## config.mk

```make
export PLATFORM = sky130hd
export DESIGN_NAME = multi_edge_detector
export DESIGN_NICKNAME = d
export VERILOG_FILES = /design/src/rtl/multi_edge_detector.sv
export SDC_FILE = /design/constraint.sdc
export NUM_CORES = 1
export LEC_CHECK = 0
export ABC_AREA = 1
export BUFFER_PORTS_ARGS = -buffer_cell sky130_fd_sc_hd__buf_2
export CAP_MARGIN = 0
export CORE_AREA = 2 2 103 75
export CTS_CLUSTER_DIAMETER = 40
export DETAILED_ROUTE_END_ITERATION = 10
export DIE_AREA = 0 0 105 77
export PLACE_DENSITY = 0.67
export SYNTH_ARGS = -nofsm -noshare
export SYNTH_HDL_FRONTEND = slang
export SYNTH_SLANG_ARGS = --single-unit
```

## constraint.sdc

```tcl
create_clock -name clk -period 2.5 [get_ports clk]
set_input_delay 0.375 -clock clk [delete_from_list [all_inputs] [get_ports clk]]
set_output_delay 0.375 -clock clk [all_outputs]
set_load 0.05 [all_outputs]
```

## src/rtl/multi_edge_detector.sv

```systemverilog
// Multi-channel edge detector. Each channel synchronises an asynchronous
// input, debounces it and reports the accepted edges enabled by its mode
// as one-cycle pulses, a sticky flag and a saturating edge count.
// irq_o is the OR of all sticky flags.

// One channel: synchroniser -> debounce filter -> edge pulse / flag / counter.
module multi_edge_detector_ch #(
    parameter int SYNC_STAGES     = 2,
    parameter int DEBOUNCE_CYCLES = 4,
    parameter int CNT_W           = 8
) (
    input  logic             clk,
    input  logic             reset,
    input  logic             a,
    input  logic [1:0]       mode,
    input  logic             clr,
    output logic             level,
    output logic             rise,
    output logic             fall,
    output logic             flag,
    output logic [CNT_W-1:0] count
);
    localparam int DW = (DEBOUNCE_CYCLES > 1) ? $clog2(DEBOUNCE_CYCLES) : 1;
    localparam logic [DW-1:0]    DLAST   = DW'(DEBOUNCE_CYCLES - 1);
    localparam logic [CNT_W-1:0] CNT_MAX = '1;

    logic [SYNC_STAGES-1:0] sync;
    logic                   s;
    logic [DW-1:0]          dcnt;
    logic                   upd;
    logic                   rise_ev;
    logic                   fall_ev;
    logic                   edge_ev;

    assign s = sync[SYNC_STAGES-1];

    // Shift the raw input through the synchroniser chain.
    always_ff @(posedge clk) begin
        if (reset) sync <= '0;
        else       sync <= {sync[SYNC_STAGES-2:0], a};
    end

    // Update event: the synced value has differed from the level long enough.
    // Mode is only looked at here, so mode changes between events do nothing.
    always_comb begin
        upd     = (s != level) && (dcnt == DLAST);
        rise_ev = upd &  s & mode[0];
        fall_ev = upd & ~s & mode[1];
        edge_ev = rise_ev | fall_ev;
    end

    // Debounce: any return to the current level restarts the persistence count.
    always_ff @(posedge clk) begin
        if (reset) begin
            level <= 1'b0;
            dcnt  <= '0;
        end else if (s == level) begin
            dcnt  <= '0;
        end else if (dcnt == DLAST) begin
            level <= s;
            dcnt  <= '0;
        end else begin
            dcnt  <= dcnt + DW'(1);
        end
    end

    // Edge pulses land in the same cycle level first shows the new value.
    always_ff @(posedge clk) begin
        if (reset) begin
            rise <= 1'b0;
            fall <= 1'b0;
        end else begin
            rise <= rise_ev;
            fall <= fall_ev;
        end
    end

    // Sticky flag and saturating counter; a same-cycle edge beats the clear.
    always_ff @(posedge clk) begin
        if (reset) begin
            flag  <= 1'b0;
            count <= '0;
        end else begin
            flag <= (flag & ~clr) | edge_ev;
            if (clr)
                count <= edge_ev ? CNT_W'(1) : '0;
            else if (edge_ev && count != CNT_MAX)
                count <= count + CNT_W'(1);
        end
    end
endmodule

// Top: N independent channels plus the combined interrupt.
module multi_edge_detector #(
    parameter int N               = 4,
    parameter int SYNC_STAGES     = 2,
    parameter int DEBOUNCE_CYCLES = 4,
    parameter int CNT_W           = 8
) (
    input  logic               clk,
    input  logic               reset,
    input  logic [N-1:0]       a_i,
    input  logic [2*N-1:0]     mode_i,
    input  logic [N-1:0]       clr_i,
    output logic [N-1:0]       level_o,
    output logic [N-1:0]       rise_o,
    output logic [N-1:0]       fall_o,
    output logic [N-1:0]       flag_o,
    output logic [N*CNT_W-1:0] count_o,
    output logic               irq_o
);
    genvar k;
    generate
        for (k = 0; k < N; k++) begin : g_ch
            multi_edge_detector_ch #(
                .SYNC_STAGES    (SYNC_STAGES),
                .DEBOUNCE_CYCLES(DEBOUNCE_CYCLES),
                .CNT_W          (CNT_W)
            ) u_ch (
                .clk  (clk),
                .reset(reset),
                .a    (a_i[k]),
                .mode (mode_i[2*k +: 2]),
                .clr  (clr_i[k]),
                .level(level_o[k]),
                .rise (rise_o[k]),
                .fall (fall_o[k]),
                .flag (flag_o[k]),
                .count(count_o[k*CNT_W +: CNT_W])
            );
        end
    endgenerate

    // Interrupt follows the registered flags directly.
    always_comb irq_o = |flag_o;
endmodule

```

==> impl_metrics.env <==
export IMPL_outcome="finished, final reports clean"
export IMPL_totalWireLength_mm=6.61
export IMPL_hold_viol=0
export IMPL_setup_viol=0
export IMPL_grt_usage_pct=16.7
export IMPL_io_pins=67
export IMPL_hold_buffers=0
export IMPL_endpoint_kind="output port"
export IMPL_via_count=2811
export IMPL_yosysTopAreaCell="dfxtp_1"
export IMPL_root_buffer="clkbuf_8"
export IMPL_synth_edf_count=0
export IMPL_max_clock_path_buffers=2
export IMPL_rsz0062_at_grt="false"
export IMPL_syn_inst=439
export IMPL_dieHeight_um=77
export IMPL_utilization_pct=51.2
export IMPL_die_x_um=105
export IMPL_portBuffers=66
export IMPL_avgRoutedWirePerCell_um=11.0
export IMPL_synth_main_ff_cell="dfxtp_1"
export IMPL_syn_to_final_growth_pct=16.6
export IMPL_post_route_worst_setup_slack_ns=0.752
export IMPL_clock_skew_ns=0.00799
export IMPL_first_pass_iters=4
export IMPL_vias_per_cell=4.69
export IMPL_synth_fp_nets=465
export IMPL_hold_class="in -> reg"
export IMPL_finalSetupTns_ns=0
export IMPL_synthArstFlopShare_pct=0
export IMPL_yosysSeqAreaShare_pct=41.1
export IMPL_placed_cells=584
export IMPL_rows=26
export IMPL_leakage_nw=1.74
export IMPL_min_period_ns=1.75
export IMPL_die_area_sq_mm=0.00809
export IMPL_fmax_mhz=572
export IMPL_drive_gt1_share_pct=22.5
export IMPL_slew_headroom_pct=62.5
export IMPL_worst_slew_pin_slew_ns=0.562
export IMPL_synthDistinctLibCells=21
export IMPL_pre_cts_ws_ns=0.994
export IMPL_powerDensity_mw_per_mm2=567
export IMPL_cts_resized=0
export IMPL_grt_pass1_vias=2451
export IMPL_arrival_ns=1.37
export IMPL_crit_required_ns=2.12
export IMPL_cts_tree="yes"
export IMPL_fp_coreArea_sq_mm=0.00709
export IMPL_cts_buffers=9
export IMPL_antenna_left=0
export IMPL_drc=0
export IMPL_worstSkewPairLatency_ns=0.33
export IMPL_grt_antenna_before_repair=0
export IMPL_syn_avg_cell_area_sq_um=7.10
export IMPL_initial_utilization_pct=43.9
export IMPL_synthTopCellsByArea="dfxtp_1, nand2_1, inv_1, nor2_1, a21oi_1"
export IMPL_ys_warn_count=0
export IMPL_hpwl_mm=4.96
export IMPL_synth_top_area_share_pct=41.1
export IMPL_cts_setup_buffers=0
export IMPL_ys_seq_elements=64
export IMPL_cp_max_fo=3
export IMPL_h_tree_depth=3
export IMPL_grt_first_pass_wirelength_mm=10.9
export IMPL_gr_total_overflow=0
export IMPL_drv_slew=0
export IMPL_cts_sinks=64
export IMPL_path_class="reg -> out"
export IMPL_finalCritPeriodShare_pct=69.9
export IMPL_maxCapViolCount=0
export IMPL_critPathLaunchType="register"
export IMPL_instances_no_fill=600
export IMPL_antenna_cells=0
export IMPL_drt_first_iter_violations=98
export IMPL_num_nets_final=523
export IMPL_clkTransAtPathRegs_ns=0.07
export IMPL_routabilityCongestion=0.850
export IMPL_netlist_area_sq_mm=0.00312
export IMPL_peakVddDrop_mv=0.330
export IMPL_grt_max_degree=34
## placed cells by master, fill, tap and decap left out, types with 2 or more instances in the layout
master	n
buf_2	66
dfxtp_1	64
o21bai_1	4
nand2_4	11
nand2_2	5
inv_1	69
clkinv_2	2
nand2_1	89
ha_1	8
nand4_1	10
a21boi_0	2
nor2_2	6
nor2_1	63
clkbuf_8	11
a21oi_1	29
a21oi_2	2
clkbuf_1	2
o21ai_0	26
nand3_1	20
or2_2	9
## cell usage after synthesis (3+ instances only)
master	instances
o21bai_1	4
dfxtp_1	64
nor2_1	63
buf_4	16
nand2_1	89
ha_1	8
inv_1	69
a21oi_1	29
nand2_2	5
nand4_1	10
nor2_2	6
or2_2	9
nand2_4	11
nand3_1	20
buf_2	3
o21ai_0	26
## through the flow
| stage | power (W) | hold slack (ns) | cell area (sq um) |
|---|---|---|---|
| floorplan | 0.00115 | 0.388 | 3120 |
| global placement | 0.00119 | 0.391 | 3430 |
| detailed placement | 0.00119 | 0.399 | 3430 |
| CTS | 0.00209 | 0.246 | 3630 |
| global route | 0.00215 | 0.258 | 3630 |
| finish | 0.00206 | 0.259 | 3630 |
## cell families (layout without fill, tap and decap cells)
group                      count (synthesis)  after routing  share of synthesized area (%)
DFF                                       64             64                           41.1
AOI/OAI and AO/OA                         64             64                           11.1
and+or+nand+nor                          215            215                           31.9
adders and majority gates                  8              8                           3.21
buffers and inverters                     88            151                           12.7
## power breakdown
group | switching [W] | leakage (nW) | internal, W | total, W
logic | 0.0000802 | 1.11 | 0.0000410 | 0.000121
registers | 0.0000116 | 0.519 | 0.00103 | 0.00105
clock network | 0.000379 | 0.103 | 0.000513 | 0.000892
## flip-flops by register name (all words and copies together), names as in the netlist
signal / cells
g_ch.u_ch.count: 32
g_ch.u_ch.flag: 4
g_ch.u_ch.fall: 4
g_ch.u_ch.rise: 4
g_ch.u_ch.dcnt: 8
g_ch.u_ch.sync: 8
g_ch.u_ch.level: 4
## cell type report
type	count	area, sq um
Clock buffer	13	159
Clock inverter	3	40.0
Fill cell	729	3460
Inverter	69	259
Multi-Input combinational cell	287	1440
Sequential cell	64	1280
Tap cell	98	123
Timing Repair Buffer	66	330
## layer usage
metal	global-route usage [%]	part of all wire, %	routed length, um
met5	0	0	0
met4	6.53	0.92	61
met3	6.29	5.6	372
met2	25.1	43	2840
met1	21.6	50	3340
## final timing paths
| path | depth (start not counted) | from | end | slack [ns] |
|---|---|---|---|---|
| setup / recovery | 2 | g_ch[0].u_ch.flag | irq_o | 0.75 |
| hold / removal | 3 | a_i[2] | g_ch[2].u_ch.sync[0] | 0.26 |
| setup reg to reg | 8 | g_ch[2].u_ch.count[0] | g_ch[2].u_ch.count[0] | 1.05 |
| hold reg to reg | 2 | g_ch[3].u_ch.sync[0] | g_ch[3].u_ch.sync[1] | 0.40 |
## worst max-delay path: stages (launching register included)
cell,delay [ns]
dfxtp_1,0.32
or4_1,0.50
buf_2,0.23
(Power assumes the default switching activity.)
